$ cat src/rtl/axm_job_queue.sv
// axm_job_queue: Wishbone-slave job queue in front of the approximate multiplier.
// Operand pairs written over the bus are issued to the multiplier under a credit
// scheme, and products are buffered for CPU readback.
// Optional feature macro: AXM_JOB_IRQ_EN (result-available interrupt).
module axm_job_queue #(
    parameter int unsigned OP_W     = 16,
    parameter int unsigned DEPTH    = 8,
    parameter int unsigned MAX_INFL = 4,
    parameter logic [31:0] BASE_ADR = 32'h3000_0000
) (
    input  logic              wb_clk_i,
    input  logic              wb_rst_ni,
    input  logic              wbs_cyc_i,
    input  logic              wbs_stb_i,
    input  logic              wbs_we_i,
    input  logic [3:0]        wbs_sel_i,
    input  logic [31:0]       wbs_adr_i,
    input  logic [31:0]       wbs_dat_i,
    output logic              wbs_ack_o,
    output logic [31:0]       wbs_dat_o,
    output logic [OP_W-1:0]   mul_a_o,
    output logic [OP_W-1:0]   mul_b_o,
    output logic              mul_valid_o,
    input  logic              mul_ready_i,
    input  logic [2*OP_W-1:0] mul_p_i,
    input  logic              mul_p_valid_i,
    output logic              irq_o
);

    localparam int unsigned AW = $clog2(DEPTH);
    localparam int unsigned CW = AW + 1;
    localparam int unsigned IW = $clog2(MAX_INFL + 1);
    localparam int unsigned SW = ((CW > IW) ? CW : IW) + 1;
    localparam int unsigned PW = 2 * OP_W;

    localparam logic [1:0] OFF_OPND = 2'd0;
    localparam logic [1:0] OFF_RSLT = 2'd1;
    localparam logic [1:0] OFF_STAT = 2'd2;
    localparam logic [1:0] OFF_CTRL = 2'd3;

    // bus request capture
    logic        ack_q;
    logic        req_we_q;
    logic [1:0]  req_off_q;
    logic [31:0] req_dat_q;
    logic        hit;

    // operand FIFO
    logic [PW-1:0] op_mem [DEPTH];
    logic [AW-1:0] op_wr_q, op_wr_d, op_rd_q, op_rd_d;
    logic [CW-1:0] op_cnt_q, op_cnt_d;

    // result FIFO
    logic [PW-1:0] res_mem [DEPTH];
    logic [AW-1:0] res_wr_q, res_wr_d, res_rd_q, res_rd_d;
    logic [CW-1:0] res_cnt_q, res_cnt_d;

    // in-flight tracking and status
    logic [IW-1:0] infl_q, infl_d;
    logic          drain_q, drain_d;
    logic          ovf_q, ovf_d;
    logic          unf_q, unf_d;

    logic wr_opnd, rd_rslt, wr_ctrl;
    logic op_full, op_empty, res_full, res_empty;
    logic op_push, op_ovf, op_pop, issue_ok;
    logic res_push, res_pop, res_unf;
    logic ret_ok, ret_spur;
    logic flush_now, sticky_clr;
    logic ctrl_irq_rd;
    logic [31:0] rd_data;
    logic [PW-1:0] op_head;

    function automatic logic [3:0] sat4(input logic [31:0] v);
        if (v > 32'd15) return 4'hF;
        return v[3:0];
    endfunction

    assign hit = wbs_cyc_i & wbs_stb_i & (wbs_adr_i[31:4] == BASE_ADR[31:4]) & ~ack_q;

    // ack one cycle after a hit; latch the request so side effects happen on the ack cycle
    always_ff @(posedge wb_clk_i or negedge wb_rst_ni) begin
        if (!wb_rst_ni) begin
            ack_q     <= 1'b0;
            req_we_q  <= 1'b0;
            req_off_q <= 2'd0;
            req_dat_q <= 32'd0;
        end else begin
            ack_q <= hit;
            if (hit) begin
                req_we_q  <= wbs_we_i;
                req_off_q <= wbs_adr_i[3:2];
                req_dat_q <= wbs_dat_i;
            end
        end
    end

    assign wr_opnd = ack_q &  req_we_q & (req_off_q == OFF_OPND);
    assign rd_rslt = ack_q & ~req_we_q & (req_off_q == OFF_RSLT);
    assign wr_ctrl = ack_q &  req_we_q & (req_off_q == OFF_CTRL);

    assign op_full   = (op_cnt_q == CW'(DEPTH));
    assign op_empty  = (op_cnt_q == '0);
    assign res_full  = (res_cnt_q == CW'(DEPTH));
    assign res_empty = (res_cnt_q == '0);

    assign flush_now  = wr_ctrl & req_dat_q[0];
    assign sticky_clr = wr_ctrl & req_dat_q[1];

    assign op_push = wr_opnd & ~op_full;
    assign op_ovf  = wr_opnd &  op_full;

    // credit rule: every issued job must have a result slot reserved
    assign issue_ok = ~op_empty & ~drain_q & (infl_q < IW'(MAX_INFL)) &
                      ((SW'(res_cnt_q) + SW'(infl_q)) < SW'(DEPTH));
    assign op_pop   = issue_ok & mul_ready_i;

    assign ret_ok   = mul_p_valid_i & (infl_q != '0);
    assign ret_spur = mul_p_valid_i & (infl_q == '0);
    assign res_push = ret_ok & ~drain_q & ~flush_now & ~res_full;
    assign res_pop  = rd_rslt & ~res_empty;
    assign res_unf  = rd_rslt &  res_empty;

    assign op_head     = op_mem[op_rd_q];
    assign mul_valid_o = issue_ok;
    assign mul_a_o     = op_head[OP_W-1:0];
    assign mul_b_o     = op_head[PW-1:OP_W];

    // next-state for FIFO pointers/counts, in-flight counter, drain and sticky flags
    always_comb begin
        op_wr_d   = op_wr_q;
        op_rd_d   = op_rd_q;
        op_cnt_d  = op_cnt_q;
        res_wr_d  = res_wr_q;
        res_rd_d  = res_rd_q;
        res_cnt_d = res_cnt_q;
        infl_d    = infl_q;
        drain_d   = drain_q;
        ovf_d     = ovf_q;
        unf_d     = unf_q;

        if (flush_now) begin
            op_wr_d   = '0;
            op_rd_d   = '0;
            op_cnt_d  = '0;
            res_wr_d  = '0;
            res_rd_d  = '0;
            res_cnt_d = '0;
        end else begin
            if (op_push) op_wr_d = op_wr_q + AW'(1);
            if (op_pop)  op_rd_d = op_rd_q + AW'(1);
            case ({op_push, op_pop})
                2'b10:   op_cnt_d = op_cnt_q + CW'(1);
                2'b01:   op_cnt_d = op_cnt_q - CW'(1);
                default: op_cnt_d = op_cnt_q;
            endcase
            if (res_push) res_wr_d = res_wr_q + AW'(1);
            if (res_pop)  res_rd_d = res_rd_q + AW'(1);
            case ({res_push, res_pop})
                2'b10:   res_cnt_d = res_cnt_q + CW'(1);
                2'b01:   res_cnt_d = res_cnt_q - CW'(1);
                default: res_cnt_d = res_cnt_q;
            endcase
        end

        case ({op_pop, ret_ok})
            2'b10:   infl_d = infl_q + IW'(1);
            2'b01:   infl_d = infl_q - IW'(1);
            default: infl_d = infl_q;
        endcase

        // products issued before a flush are counted down but never stored
        if (flush_now)
            drain_d = (infl_d != '0);
        else if (drain_q && (infl_d == '0))
            drain_d = 1'b0;

        if (sticky_clr) begin
            ovf_d = 1'b0;
            unf_d = 1'b0;
        end
        if (op_ovf || ret_spur) ovf_d = 1'b1;
        if (res_unf)            unf_d = 1'b1;
    end

    // state registers
    always_ff @(posedge wb_clk_i or negedge wb_rst_ni) begin
        if (!wb_rst_ni) begin
            op_wr_q   <= '0;
            op_rd_q   <= '0;
            op_cnt_q  <= '0;
            res_wr_q  <= '0;
            res_rd_q  <= '0;
            res_cnt_q <= '0;
            infl_q    <= '0;
            drain_q   <= 1'b0;
            ovf_q     <= 1'b0;
            unf_q     <= 1'b0;
        end else begin
            op_wr_q   <= op_wr_d;
            op_rd_q   <= op_rd_d;
            op_cnt_q  <= op_cnt_d;
            res_wr_q  <= res_wr_d;
            res_rd_q  <= res_rd_d;
            res_cnt_q <= res_cnt_d;
            infl_q    <= infl_d;
            drain_q   <= drain_d;
            ovf_q     <= ovf_d;
            unf_q     <= unf_d;
        end
    end

    // FIFO storage; contents are don't-care until written
    always_ff @(posedge wb_clk_i) begin
        if (op_push)  op_mem[op_wr_q]   <= {req_dat_q[16 +: OP_W], req_dat_q[0 +: OP_W]};
        if (res_push) res_mem[res_wr_q] <= mul_p_i;
    end

`ifdef AXM_JOB_IRQ_EN
    logic irq_en_q, irq_en_d, irq_q;

    // irq enable next-state from CTRL writes
    always_comb begin
        irq_en_d = irq_en_q;
        if (wr_ctrl) irq_en_d = req_dat_q[2];
    end

    // irq registered from next-state so it drops right after the last pop
    always_ff @(posedge wb_clk_i or negedge wb_rst_ni) begin
        if (!wb_rst_ni) begin
            irq_en_q <= 1'b0;
            irq_q    <= 1'b0;
        end else begin
            irq_en_q <= irq_en_d;
            irq_q    <= irq_en_d & (res_cnt_d != '0);
        end
    end

    assign irq_o       = irq_q;
    assign ctrl_irq_rd = irq_en_q;
`else
    assign irq_o       = 1'b0;
    assign ctrl_irq_rd = 1'b0;
`endif

    // read mux evaluated on the ack cycle
    always_comb begin
        rd_data = 32'd0;
        case (req_off_q)
            OFF_RSLT: if (!res_empty) rd_data = 32'(res_mem[res_rd_q]);
            OFF_STAT: begin
                rd_data[3:0]  = sat4(32'(op_cnt_q));
                rd_data[7:4]  = sat4(32'(res_cnt_q));
                rd_data[11:8] = sat4(32'(infl_q));
                rd_data[16]   = op_full;
                rd_data[17]   = res_empty;
                rd_data[24]   = ovf_q;
                rd_data[25]   = unf_q;
            end
            OFF_CTRL: rd_data[2] = ctrl_irq_rd;
            default:  rd_data = 32'd0;
        endcase
    end

    assign wbs_ack_o = ack_q;
    assign wbs_dat_o = (ack_q & ~req_we_q) ? rd_data : 32'd0;

    logic unused_ok;
    assign unused_ok = ^{wbs_sel_i, wbs_adr_i[1:0], req_dat_q};

endmodule

$ cat config.mk
export PLATFORM = sky130hd
export DESIGN_NAME = axm_job_queue
export DESIGN_NICKNAME = d
export VERILOG_FILES = /design/src/rtl/axm_job_queue.sv
export SDC_FILE = /design/constraint.sdc
export NUM_CORES = 1
export LEC_CHECK = 0
export ABC_AREA = 1
export BUFFER_PORTS_ARGS = -buffer_cell sky130_fd_sc_hd__buf_2
export CAP_MARGIN = 25
export CORE_ASPECT_RATIO = 1.4
export CORE_UTILIZATION = 41
export CTS_CLUSTER_SIZE = 10
export DETAILED_ROUTE_END_ITERATION = 7
export SETUP_SLACK_MARGIN = 0.15
export SLEW_MARGIN = 5
export SYNTH_ARGS = -nofsm -noshare
export SYNTH_HDL_FRONTEND = slang
export SYNTH_SLANG_ARGS = --single-unit
$ cat constraint.sdc
create_clock -name wb_clk_i -period 3.24 [get_ports wb_clk_i]
set_input_delay 0.486 -clock wb_clk_i [delete_from_list [all_inputs] [get_ports wb_clk_i]]
set_output_delay 0.486 -clock wb_clk_i [all_outputs]
set_load 0.02 [all_outputs]
Word level (Yosys, flattened, before mapping)
Memories as Yosys holds them, arrays and structs flattened.
Cells that the tools add are included.
{ "classes": {"addsub": 11, "n_lt_le_gt_ge": 2, "n_eq_ne": 12, "mux": 32, "n_bitwise": 31, "reduce_logical": 18} }
{ "ops": {"columns": ["cell", "n"], "rows": [
  ["2-to-1 mux 32 bit", 2],
  ["== test 28 x 26 -> 1 bit, second input constant", 1],
  ["2-to-1 mux 3 bit", 8],
  ["AND 1 bit", 23],
  ["case mux 9 bit (2 select lines)", 1],
  ["case mux 4 bit (2 select lines)", 2],
  ["adder 3 x 1 -> 3 bit, second input constant", 5],
  ["nonzero test 2 bit", 7],
  ["2-to-1 mux 4 bit", 3],
  ["2-to-1 mux 6 bit", 2],
  ["case mux 2 bit (2 select lines)", 3],
  ["nonzero test 3 bit", 4],
  ["== test 2 bit, second input constant", 5],
  ["2-to-1 mux 1 bit", 9],
  ["adder 4 x 1 -> 4 bit, second input constant", 2],
  ["== test 2 x 1 -> 1 bit, second input constant", 4],
  ["== test 4 bit, second input constant", 2],
  ["logical NOT 4 bit", 2],
  ["NOT 1 bit", 8],
  ["subtractor 4 x 1 -> 4 bit, second input constant", 2],
  ["logical NOT 3 bit", 2],
  ["case mux 3 bit (2 select lines)", 1],
  ["adder 4 x 3 -> 5 bit", 1],
  ["less-than comparator 5 x 4 -> 1 bit, second input constant", 1],
  ["6 further kinds", 6]
]} }
{ "word_totals": {"regBits": 62, "mem_bits_rw": 512, "in_bits": 107, "out_inout_bits": 67, "elab_cells": 122, "mem_count": 2} }
{ "mem_list": {"columns": ["memory", "words", "word_bits", "rd", "rd_clocked_by_memory_dff", "wr", "line_no", "source"], "rows": [
  ["op_mem", 8, 32, 1, 0, 1, "49", "logic [PW-1:0] op_mem [DEPTH];"],
  ["res_mem", 8, 32, 1, 0, 1, "54", "logic [PW-1:0] res_mem [DEPTH];"]
]} }

Depth between registers and ports, before layout
Gate-level depths: netlist (run 1).
{ "logic_depth": {"depth_word": 12, "mapped_depth": 17, "ltp_nobuf": 17} }

Worst setup path before layout (run 1)
No wires, ideal clock.
{ "synth_timing": {"path_kind": "reg-to-reg", "from": "register req_off_q[0]", "to": "memory res_mem[0][0] in the netlist's numbering, enable pin", "setup_ns": 0.421, "arrival_time_ns": 2.600, "required_time_ns": 2.819, "slack_ns": 0.219, "stages_incl_launch_ff": 9, "path_buffers": 0, "period_less_slack_ns": 3.021, "cell_sequence": "dfrtp_1 > ha_1 > nand3_1 > nor2_4 > nor2_1 > nand2_2 > inv_2 > nand2_1 > nor2_1"} }
{ "synth_between": {"elab_chain_cells": 8} }
{ "synth_rtl": {"columns": ["item", "line_no", "source"], "rows": [
  ["start, declared", "44", "logic [1:0] req_off_q;"],
  ["start signal, assigned", "92", "req_off_q <= wbs_adr_i[3:2];"],
  ["== test 2 bit", "100", "assign wr_ctrl = ack_q & req_we_q & (req_off_q == OFF_CTRL);"],
  ["AND 1 bit", "100", null],
  ["AND 1 bit", "107", "assign flush_now = wr_ctrl & req_dat_q[0];"],
  ["NOT 1 bit", "120", "assign res_push = ret_ok & ~drain_q & ~flush_now & ~res_full;"],
  ["AND 1 bit (2 in series)", "120", null],
  ["2-to-1 mux 1 bit", "216", "if (res_push) res_mem[res_wr_q] <= mul_p_i;"],
  ["2-to-1 mux 1 bit (not written as such)", "216", null],
  ["end, declared", "54", null]
]} }
Every way passes these cells.

Worst setup path after layout (run 1)
{ "layout_timing": {"from": "register res_rd_q[0]", "to": "output wbs_dat_o[7]"} }
{ "layout_between": {"elab_chain_cells": 4} }
{ "layout_rtl": {"columns": ["item", "line_no", "source"], "rows": [
  ["start, declared", "55", "logic [AW-1:0] res_wr_q, res_wr_d, res_rd_q, res_rd_d;"],
  ["start signal, assigned", "204", "res_rd_q <= res_rd_d;"],
  ["memory (8 x 32 bit)", null, null],
  ["2-to-1 mux 32 bit", "250", "OFF_RSLT: if (!res_empty) rd_data = 32'(res_mem[res_rd_q]);"],
  ["case mux 9 bit (2 select lines)", "249", "case (req_off_q)"],
  ["2-to-1 mux 32 bit", "266", "assign wbs_dat_o = (ack_q & ~req_we_q) ? rd_data : 32'd0;"],
  ["end, declared", "20", "output logic [31:0] wbs_dat_o,"]
]} }
Every way passes these cells.

==> implementation parameters, run 1 <==
Parameter                              Value

Floorplan
  Core area ... approximately 56,000 sq um
  Die height ... roughly 280 um
  Top Ports ... roughly 170
  Row cnt ... 102
  Starting utilization of the core area ... between 40% and 50%
  Horizontal extent of the die ... just over 200 um
  Area of the die ... ~57,000 sq um

GRT
  GRT Total Usage ... about a fifth
  Wire length of the first global-routing pass ... approximately 87,000 um
  Initial antenna violation count ... 5
  Largest net degree at the start of global routing ... 81
  Vias in the first global route ... 15,279
  Grt total ovfl ... 0

Hold path
  Cell depth of the worst min-delay path ... 3
  Hold_sp ... wbs_dat_i[22]
  Tightest Hold Check Type ... in -> reg
  Hold EP ... req_dat_q[22]$_DFFE_PN0P_

Final layout
  Commonest non-fill, non-tap cells in the layout ... sky130_fd_sc_hd__edfxtp_1, sky130_fd_sc_hd__nor2_1, sky130_fd_sc_hd__o21ai_0, sky130_fd_sc_hd__nand2_1, sky130_fd_sc_hd__buf_2
  Post-route cell area ... ~27,000 sq um
  Area Overhead vs Synth ... 17.8%
  Share of layout cells above drive strength 1 ... 16.9%
  Layout Nets ... ~2,200
  Most common library cell in the layout ignoring fill and taps ... sky130_fd_sc_hd__edfxtp_1

Synth
  Number of flops mapped to enable cells by yosys ... around 500
  Portion of the post-synthesis area used by sequential elements ... between 70% and 80%
  Proportion of synthesized flip-flops having asynchronous set or reset ... 10.8%
  Synthesis-stage register bit count ... ~570
  Synthesized netlist cell count ... 1,871
  Prevailing post-synth register cell ... sky130_fd_sc_hd__edfxtp_1
  Post-Synthesis Mean Instance Area ... around 12 sq um
  Nets in the synthesized netlist ... 1,996
  Count of cell types in the netlist ... 42
  Synth warn ... 0
  Syn Std Cell Area ... roughly 23,000 sq um

Worst setup path
  FF-to-FF End ... res_mem[7][12]$_DFFE_PP_
  Path type of the worst setup path ... reg -> out
  CP startpoint kind ... flop
  CP Data Required Time ... 2.75 ns
  Worst path arrival time ... roughly 2.5 ns
  Setup slack of the worst register-to-register path ... ~0.60 ns
  Reg-to-reg critical path startpoint ... req_off_q[0]$_DFFE_PN0P_
  Worst setup path start ... res_rd_q[0]$_DFFE_PN0P_
  Reg2reg path depth ... 9
  Maximum fanout along the worst path ... 40
  Crit. End Element ... output port

Detailed routing
  Drt drc ... 0
  Per-cell routed wire length ... 20.0 um
  Detail Route met2 WL ... 29,500 um
  Wire length on met3 ... between 3000 and 4000 um
  Total via count in the routed design ... roughly 15,000
  Iter 0 DRT Violations ... between 900 and 1,000
  Final ANT Viol Nets ... 0
  Top Layer Used ... met5
  Routed Wire Length ... around 57,000 um
  DR vias/cell ... ~5.4
  Post-route met1 wirelength ... approximately 23,000 um
  Router iterations before antenna repair ... 7

Run
  Number of maximum-capacitance violations ... 0

Place
  GPL Wtd Cong ... ~0.77
  Count of input and output buffers ... 166
  Post-placement cell area ... 25,100 sq um
  Half-perimeter wire length of the detailed placement result ... roughly 32,000 um
  Worst slack at placement ... around 0.6 ns

Power and ir drop
  Part of the total power dissipated in combinational logic ... under 10%
  Sw power ... between 3 and 4 mW
  Sequential cell fraction of total power ... a little over half
  VDD IR max ... 0.594 mV
  Areal power density over the cells ... 614 nW/um^2
  Pint ... approximately 13 mW
  Switching part of the total ... 23.0%
  Static power due to leakage ... around 9.4 nW
  Clock network power share ... 41.0%

Timing
  Fin. Hold Viols ... 0
  Setup repair after global routing missed its margin ... yes
  Max-slew headroom ... between 50% and 60%
  Clock skew after layout ... 0.0180 ns
  Number of max-slew violations in the final report ... 0
  Fin crit period ... 2.97 ns
  Final worst-path setup slack ... ~0.27 ns
  Setup violations, final ... 0
  Worst slew pin tran ... between 0.6 and 0.7 ns
  Maximum frequency from static timing analysis ... roughly 0.34 GHz
  Final total negative setup slack ... 0 ns
  Period Utilization, post-route ... 91.8%

CTS
  Number of buffers on the longest clock path ... 3
  Insertion delay of the later-clocked pin in the worst-skew pair ... roughly 0.6 ns
  Clock net sink count ... approximately 570
  CTS buffer count ... 68
  Clock slew seen by the registers of the worst setup and hold paths ... about 0.060 ns
  TritonCTS clock tree ... done
  Root Buffer ... sky130_fd_sc_hd__clkbuf_16
  H-tree depth ... 3

Run status
  Status ... completed
## cell families (layout without fill, tap and decap cells)
logic type / Yosys count / after routing / synth area share [%]
xor+xnor: 4 / 4 / 0.152
buf+inv: 163 / 394 / 3.36
simple gates: 655 / 655 / 11.2
other cells: 1 / 4 / 0.0162
compound gates: 456 / 456 / 11.1
flops: 574 / 574 / 73.2
fa+ha+maj: 18 / 18 / 1.07
## state kept, by name, summed over array words and instances (netlist names)
signal	flops
res_mem	256
unf_q	1
ovf_q	1
op_mem	256
wbs_ack_o	1
op_wr_q	3
res_rd_q	3
res_wr_q	3
req_off_q	2
req_dat_q	32
drain_q	1
infl_q	3
op_cnt_q	4
res_cnt_q	4
req_we_q	1
op_rd_q	3
## Yosys cell counts (all sizes together) (2+ instances only)
cell type	instances	area [sq um]
nand3	24	130
o22ai	72	450
buf	54	364
a211oi	2	15.0
o211ai	14	115
clkbuf	57	216
o21ai	293	1470
xor2	3	26.3
o221ai	16	140
ha	15	188
edfxtp	512	15400
dfrtp	62	1550
a21oi	22	121
inv	51	194
nand2	179	692
nor3	2	10.0
nor2	441	1690
fa	3	60.1
a31oi	36	240
nand4	7	50.1
## worst max-delay path: stages (launching register included)
cell                       delay (ns)
sky130_fd_sc_hd__dfrtp_4         0.58
sky130_fd_sc_hd__inv_12          0.18
sky130_fd_sc_hd__buf_12          0.23
sky130_fd_sc_hd__nor2_1          0.06
sky130_fd_sc_hd__o221ai_1        0.20
sky130_fd_sc_hd__nand3_1         0.20
sky130_fd_sc_hd__a21oi_1         0.17
sky130_fd_sc_hd__buf_2           0.22
## per-stage QoR
step                power, mW  util, %  cells  hold WS [ns]
CTS                      16.9     49.0   2827        0.0530
finish                   16.7     49.1   2833        0.0795
floorplan                9.45        -   1871         0.190
detailed placement       10.0     45.2   2708         0.520
global route             17.3     49.1   2832        0.0712
global placement         9.97     45.2   2708         0.517
## power groups by stage
stage                     registers (mW)  clock network (mW)  logic (mW)
after floorplan                     8.84                   0       0.613
after global placement              8.85                   0        1.13
after detailed placement            8.87                   0        1.16
after CTS                           8.72                6.99        1.16
after global routing                8.76                7.24        1.28
final                               8.72                6.87        1.14
## cell type report
class	count	area, sq um
multi-input cells	1134	5540
diodes	3	7.51
flip-flops and latches	574	16900
clock inverters	9	125
fillers	4798	28300
clock buffers	106	1870
repair buffers	227	1640
well taps	728	911
inverters	52	214
## worst max path at each step
| stage | slack [ns] | end | cells after the start |
|---|---|---|---|
| 2_1_floorplan | 0.22 | res_mem[0][0]$_DFFE_PP_ | 8 |
| 5_1_grt | 0.15 | mul_a_o[11] | 8 |
| 4_1_cts | 0.18 | mul_a_o[11] | 8 |
| 6_report | 0.27 | wbs_dat_o[7] | 7 |
| 3_3_place_gp | 0.59 | wbs_dat_o[24] | 7 |
| 3_5_place_dp | 0.60 | wbs_dat_o[0] | 7 |
## timing repair
item                       4_1_cts  5_1_grt
setup endpoints to repair       20        7
hold endpoints to repair        34        0
hold buffers                     1        0
gates resized for setup          7        3
gates cloned                     1        0
buffers inserted                 2        3
## layer usage
layer,global-route usage (%),vias to the layer above
met1,23.3,7576
met5,0,-
met3,4.03,102
met2,34.8,416
met4,8.70,2
li1,-,7096
(Power assumes the default switching activity.)
==> run 2, diff against run 1 <==
--- a/config.mk
+++ b/config.mk
@@ -11,4 +11,5 @@
 export CORE_ASPECT_RATIO = 1.4
 export CORE_UTILIZATION = 41
+export CTS_CLUSTER_DIAMETER = 150
 export CTS_CLUSTER_SIZE = 10
 export DETAILED_ROUTE_END_ITERATION = 7
==> constraint.sdc (replaced) <==
create_clock -name wb_clk_i -period 3.24 [get_ports wb_clk_i]
set_input_delay 0.486 -clock wb_clk_i [delete_from_list [all_inputs] [get_ports wb_clk_i]]
set_output_delay 0.486 -clock wb_clk_i [all_outputs]
set_load 0.005 [all_outputs]
==> run 2 against run 1 <==
Hold slack better by 0.0069 ns. Utilization down 0.28 points. Highest routed layer unchanged. Sequential share of layout area up 0.36 points. Final cell count down 0.42%. Cell area down 0.58%. Largest power group unchanged. Flip-flop and latch count unchanged. Global-route usage down 0.16 points. Sequential power about the same. Die area unchanged. Via count down 1.6%. Count of clock-buffer cells in the layout up 1.
==> implementation parameters, run 2 (synthesis gave the netlist of run 1 again) <==
Parameter                              Value

Timing
  Fin crit period ... 2.97 ns
  Fin. Hold Viols ... 0
  Max-slew headroom ... a little under three fifths
  Period Utilization, post-route ... slightly above 90%
  Final total negative setup slack ... 0 ns
  Setup repair after global routing missed its margin ... no
  Setup violations, final ... 0
  Clock skew after layout ... roughly 0.024 ns
  Worst slew pin tran ... roughly 0.64 ns
  Number of max-slew violations in the final report ... 0
  Maximum frequency from static timing analysis ... around 0.34 GHz
  Final worst-path setup slack ... approximately 0.27 ns

Floorplan
  Area of the die ... approximately 57,000 sq um
  Starting utilization of the core area ... 41.7%
  Row cnt ... about 100
  Core area ... approximately 56,000 sq um
  Top Ports ... between 150 and 200
  Horizontal extent of the die ... ~200 um
  Die height ... around 280 um

CTS
  Setup bufs post-CTS ... 0
  TritonCTS clock tree ... done
  Insertion delay of the later-clocked pin in the worst-skew pair ... between 0.5 and 0.6 ns
  Clock net sink count ... between 500 and 600
  Clock slew seen by the registers of the worst setup and hold paths ... about 0.060 ns
  Number of buffers on the longest clock path ... 3
  Root Buffer ... sky130_fd_sc_hd__clkbuf_16
  CTS buffer count ... 67
  H-tree depth ... 3

Final layout
  Filler instances ... between 4,000 and 5,000
  Area Overhead vs Synth ... 17.1%
  Area occupied by multi-input gates ... 5550 sq um
  Commonest non-fill, non-tap cells in the layout ... sky130_fd_sc_hd__edfxtp_1, sky130_fd_sc_hd__nor2_1, sky130_fd_sc_hd__o21ai_0, sky130_fd_sc_hd__nand2_1, sky130_fd_sc_hd__buf_2
  Layout Nets ... around 2,200
  Largest registers in the final layout ... op_mem x256, res_mem x256, req_dat_q x32
  Number of antenna diodes ... 0
  Most common library cell in the layout ignoring fill and taps ... sky130_fd_sc_hd__edfxtp_1
  Share of layout cells above drive strength 1 ... between 10% and 20%
  Sequential cell area ... 16,900 sq um

Detailed routing
  Total via count in the routed design ... roughly 15,000
  Final ANT Viol Nets ... 0
  DR vias/cell ... approximately 5.3
  Iter 0 DRT Violations ... 970
  Routed Wire Length ... between 50,000 and 60,000 um
  Router iterations before antenna repair ... 7
  Drt drc ... 0
  Per-cell routed wire length ... approximately 20 um

GRT
  Initial antenna violation count ... 2
  Wire length of the first global-routing pass ... roughly 86,000 um
  Vias in the first global route ... 15,119
  Grt total ovfl ... 0
  Largest net degree at the start of global routing ... 130
  GRT Total Usage ... 19.7%

Power and ir drop
  Static power due to leakage ... roughly 9.3 nW
  VDD IR max ... 0.571 mV
  Areal power density over the cells ... slightly above 600 nW/um^2

Worst setup path
  CP Data Required Time ... between 2 and 3 ns
  Crit. End Element ... output port
  Path type of the worst setup path ... reg -> out
  Worst path arrival time ... 2.49 ns
  Maximum fanout along the worst path ... 77
  Reg-to-reg critical path startpoint ... req_off_q[0]$_DFFE_PN0P_
  Setup slack of the worst register-to-register path ... approximately 0.63 ns
  Worst setup path start ... res_rd_q[0]$_DFFE_PN0P_
  Reg2reg path depth ... 9
  CP startpoint kind ... flop
  FF-to-FF End ... res_mem[0][13]$_DFFE_PP_

Hold path
  Hold EP ... req_dat_q[23]$_DFFE_PN0P_
  Cell depth of the worst min-delay path ... 3
  Hold_sp ... wbs_dat_i[23]
  Tightest Hold Check Type ... in -> reg

Run
  Number of maximum-capacitance violations ... 0

Place
  Count of input and output buffers ... around 170
  Half-perimeter wire length of the detailed placement result ... about 32,000 um
  GPL Wtd Cong ... about 0.76
  Worst slack at placement ... between 0.6 and 0.7 ns

Run status
  Status ... completed
-- run 2: cell count changes in the layout (fill, tap and decap cells not counted), sizes merged --
cell,before,now
bufbuf,1,0
clkinv,8,4
diode,3,0
inv,53,54
buf,225,219
clkbuf,106,107
-- run 2: worst max path at each step --
stage / to / cells after the start / slack [ns]
2_1_floorplan: res_mem[0][0]$_DFFE_PP_ / 8 / 0.22
3_3_place_gp: res_mem[0][13]$_DFFE_PP_ / 9 / 0.66
3_5_place_dp: res_mem[0][13]$_DFFE_PP_ / 9 / 0.61
4_1_cts: wbs_dat_o[3] / 9 / 0.16
5_1_grt: wbs_dat_o[10] / 6 / 0.18
6_report: wbs_dat_o[10] / 6 / 0.27
-- run 2: power by group --
| part | internal [mW] | switching [mW] |
|---|---|---|
| Sequential | 8.55 | 0.173 |
| Combinational | 0.350 | 0.802 |
| Clock | 3.95 | 2.82 |
| Total | 12.9 | 3.80 |
-- run 2: metal layers --
layer  up-vias  global-route usage, %  routed length (um)
met5         -                      0                  22
met3       103                   4.07                3520
li1       7070                      -                   -
met1      7328                   22.9               21800
met2       443                   35.0               29300
met4         4                   8.03                1400
-- run 2: critical path, cell delays in order, from the launching register on --
cell	delay (ns)
sky130_fd_sc_hd__dfrtp_4	0.56
sky130_fd_sc_hd__buf_16	0.30
sky130_fd_sc_hd__o21ai_0	0.15
sky130_fd_sc_hd__o221ai_1	0.20
sky130_fd_sc_hd__nand3_1	0.19
sky130_fd_sc_hd__a21oi_2	0.28
sky130_fd_sc_hd__buf_2	0.16
-- run 2: timing repair --
action | CTS | global route
setup endpoints to repair | 0 | 12
endpoints found under the hold margin | 35 | 0
gates resized for setup | 0 | 5
hold buffers | 1 | 0
-- run 2: cell type report --
| cell class | count | share of cell area [%] |
|---|---|---|
| Inverter | 52 | 0.758 |
| Multi-Input combinational cell | 1134 | 20.5 |
| Sequential cell | 574 | 62.5 |
| Timing Repair Buffer | 220 | 5.72 |
| Clock buffer | 107 | 6.90 |
| Clock inverter | 6 | 0.236 |
| Tap cell | 728 | 3.36 |
-- run 2: per-stage QoR --
stage	utilization (%)	area, sq um	total power [mW]	hold slack (ns)	cells
after floorplan	-	23100	9.45	0.190	1871
after detailed placement	45.3	25100	10.0	0.526	2707
final	48.8	27100	16.7	0.0864	2821
after CTS	48.8	27100	16.8	0.0607	2821
after global placement	45.3	25100	9.99	0.520	2707
after global routing	48.8	27100	17.2	0.0770	2821
==> run 3, diff against run 2 <==
--- a/config.mk
+++ b/config.mk
@@ -9,4 +9,6 @@
 export BUFFER_PORTS_ARGS = -buffer_cell sky130_fd_sc_hd__buf_2
 export CAP_MARGIN = 25
+export CELL_PAD_IN_SITES_DETAIL_PLACEMENT = 1
+export CELL_PAD_IN_SITES_GLOBAL_PLACEMENT = 1
 export CORE_ASPECT_RATIO = 1.4
 export CORE_UTILIZATION = 41
@@ -14,4 +16,5 @@
 export CTS_CLUSTER_SIZE = 10
 export DETAILED_ROUTE_END_ITERATION = 7
+export PLACE_DENSITY_LB_ADDON = 0.1
 export SETUP_SLACK_MARGIN = 0.15
 export SLEW_MARGIN = 5
==> constraint.sdc (replaced) <==
create_clock -name wb_clk_i -period 3.24 [get_ports wb_clk_i]
set_input_delay 0.324 -clock wb_clk_i [delete_from_list [all_inputs] [get_ports wb_clk_i]]
set_output_delay 0.324 -clock wb_clk_i [all_outputs]
set_load 0.005 [all_outputs]
==> run 3 against run 2 <==
Count of clock-buffer cells in the layout up 5. Register-to-register slack got worse by 0.03 ns. Via count up 2.7%. Largest cell class unchanged. Setup slack got worse by 0.0047 ns. Non-clock buffer count rose by 58.
==> implementation parameters, run 3 (synthesis gave the netlist of run 1 again) <==
Parameter                              Value

Power and ir drop
  Switching part of the total ... ~23%
  Sequential cell fraction of total power ... 52.1%
  Clock network power share ... around two fifths
  Part of the total power dissipated in combinational logic ... about 7.2%
  Pint ... roughly 13 mW
  VDD IR max ... between 0.4 and 0.5 mV
  Areal power density over the cells ... just over 600 nW/um^2
  Static power due to leakage ... 9.52 nW
  Sw power ... roughly 3.8 mW

GRT
  Initial antenna violation count ... 2
  GRT Total Usage ... between 20% and 30%
  Grt total ovfl ... 0
  Largest net degree at the start of global routing ... 130
  Wire length of the first global-routing pass ... 95,300 um
  Vias in the first global route ... around 17,000

CTS
  Number of buffers on the longest clock path ... 3
  Root Buffer ... sky130_fd_sc_hd__clkbuf_16
  CTS buffer count ... 67
  Clock net sink count ... approximately 570
  Insertion delay of the later-clocked pin in the worst-skew pair ... 0.60 ns
  Setup bufs post-CTS ... 0
  H-tree depth ... 3
  Clock slew seen by the registers of the worst setup and hold paths ... about 0.06 ns
  TritonCTS clock tree ... done

Timing
  Setup violations, final ... 0
  Fin crit period ... 2.98 ns
  Setup repair after global routing missed its margin ... yes
  Final total negative setup slack ... 0 ns
  Fin. Hold Viols ... 0
  Period Utilization, post-route ... approximately nine tenths
  Max-slew headroom ... approximately two fifths
  Worst slew pin tran ... between 0.8 and 0.9 ns
  Clock skew after layout ... 0.0207 ns
  Maximum frequency from static timing analysis ... approximately 0.34 GHz
  Number of max-slew violations in the final report ... 0

Place
  Post-placement cell area ... between 20,000 and 30,000 sq um
  Count of input and output buffers ... around 170
  Half-perimeter wire length of the detailed placement result ... between 30,000 and 40,000 um
  GPL Wtd Cong ... ~0.75

Final layout
  Share of layout cells above drive strength 1 ... roughly 16%
  Area occupied by multi-input gates ... 5540 sq um
  Most common library cell in the layout ignoring fill and taps ... sky130_fd_sc_hd__edfxtp_1
  Commonest non-fill, non-tap cells in the layout ... sky130_fd_sc_hd__edfxtp_1, sky130_fd_sc_hd__nor2_1, sky130_fd_sc_hd__o21ai_0, sky130_fd_sc_hd__nand2_1, sky130_fd_sc_hd__buf_2
  Post-route cell area ... ~28,000 sq um
  Sequential cell area ... around 17,000 sq um
  Filler instances ... about 5,800
  Number of antenna diodes ... 0
  Core Util, Final ... about 50%
  Layout Nets ... about 2,200
  Largest registers in the final layout ... op_mem x256, res_mem x256, req_dat_q x32
  Area Overhead vs Synth ... 19.4%

Worst setup path
  FF-to-FF End ... drain_q$_DFFE_PN0P_
  Worst path arrival time ... about 2.7 ns
  Crit. End Element ... output port
  CP startpoint kind ... flop
  Path type of the worst setup path ... reg -> out
  CP Data Required Time ... 2.92 ns
  Reg-to-reg critical path startpoint ... res_cnt_q[1]$_DFFE_PN0P_
  Reg2reg path depth ... 13
  Maximum fanout along the worst path ... 40
  Setup slack of the worst register-to-register path ... approximately 0.6 ns

Detailed routing
  Routed Wire Length ... 61,900 um
  Drt drc ... 0
  Per-cell routed wire length ... around 21 um
  Iter 0 DRT Violations ... 710
  DR vias/cell ... roughly 5.3
  Router iterations before antenna repair ... 4
  Total via count in the routed design ... about 15,000
  Final ANT Viol Nets ... 0

Hold path
  Hold_sp ... mul_p_i[27]
  Cell depth of the worst min-delay path ... 1
  Tightest Hold Check Type ... in -> reg
  Hold EP ... res_mem[4][27]$_DFFE_PP_

Floorplan
  Starting utilization of the core area ... a little over two fifths
  Horizontal extent of the die ... just over 200 um
  Core area ... between 50,000 and 60,000 sq um
  Top Ports ... about 170
  Row cnt ... roughly 100
  Area of the die ... 57,400 sq um
  Die height ... 283 um

Run status
  Status ... completed

Run
  Number of maximum-capacitance violations ... 0
## run 3: how the worst max path moves through the flow
| stage | cells past startpoint | to | start | slack (ns) |
|---|---|---|---|---|
| global placement | 9 | res_mem[6][3]$_DFFE_PP_ | req_off_q[0]$_DFFE_PN0P_ | 0.63 |
| detailed placement | 13 | drain_q$_DFFE_PN0P_ | res_cnt_q[1]$_DFFE_PN0P_ | 0.61 |
| CTS | 7 | wbs_dat_o[26] | res_rd_q[0]$_DFFE_PN0P_ | 0.20 |
| finish | 7 | wbs_dat_o[5] | res_rd_q[0]$_DFFE_PN0P_ | 0.26 |
| floorplan | 8 | res_mem[0][0]$_DFFE_PP_ | req_off_q[0]$_DFFE_PN0P_ | 0.22 |
| global route | 6 | wbs_dat_o[25] | res_rd_q[0]$_DFFE_PN0P_ | 0.12 |
## run 3: timing repair
item | in CTS | in global routing
hold buffers | 62 | 0
resized for setup | 1 | 1
hold endpoints to repair | 272 | 0
pin swaps | 0 | 0
endpoints found under the setup margin | 1 | 6
## run 3: final cells by class
type | instances | area share [%]
Timing Repair Buffer | 278 | 7.51
Multi-Input combinational cell | 1134 | 20.1
Inverter | 52 | 0.720
Sequential cell | 574 | 61.3
Clock buffer | 112 | 6.99
Tap cell | 728 | 3.30
Clock inverter | 2 | 0.0634
## run 3: worst max-delay path: stages, from the launching register on
cell                       delay (ns)
sky130_fd_sc_hd__dfrtp_4         0.50
sky130_fd_sc_hd__inv_4           0.36
sky130_fd_sc_hd__buf_4           0.30
sky130_fd_sc_hd__nor2_1          0.06
sky130_fd_sc_hd__o221ai_1        0.19
sky130_fd_sc_hd__nand3_1         0.10
sky130_fd_sc_hd__a21oi_1         0.34
sky130_fd_sc_hd__buf_2           0.19
## run 3: power groups by stage
| stage | sequential [mW] | clock (mW) | combinational [mW] |
|---|---|---|---|
| CTS | 8.72 | 6.99 | 1.24 |
| detailed placement | 8.87 | 0 | 1.17 |
| global route | 8.76 | 7.22 | 1.35 |
| floorplan | 8.84 | 0 | 0.612 |
| finish | 8.72 | 6.82 | 1.21 |
| global placement | 8.85 | 0 | 1.14 |
## run 3: metrics by stage
step	instances	hold WS [ns]	total power, mW	setup slack [ns]
2_1_floorplan	1871	0.0284	9.45	0.219
3_3_place_gp	2704	0.471	10.0	0.632
3_5_place_dp	2704	0.481	10.0	0.614
4_1_cts	2880	0.000744	17.0	0.198
5_1_grt	2880	0.0314	17.3	0.124
6_report	2880	0.0245	16.8	0.262
## run 3: layer usage
layer	global-route usage, %	up-vias	routed length [um]	share of wire (%)
met3	2.98	89	1870	3.0
li1	-	7185	-	-
met2	41.1	233	33600	54
met4	8.06	2	1660	2.7
met5	0	-	13	0.021
met1	24.8	7846	24800	40
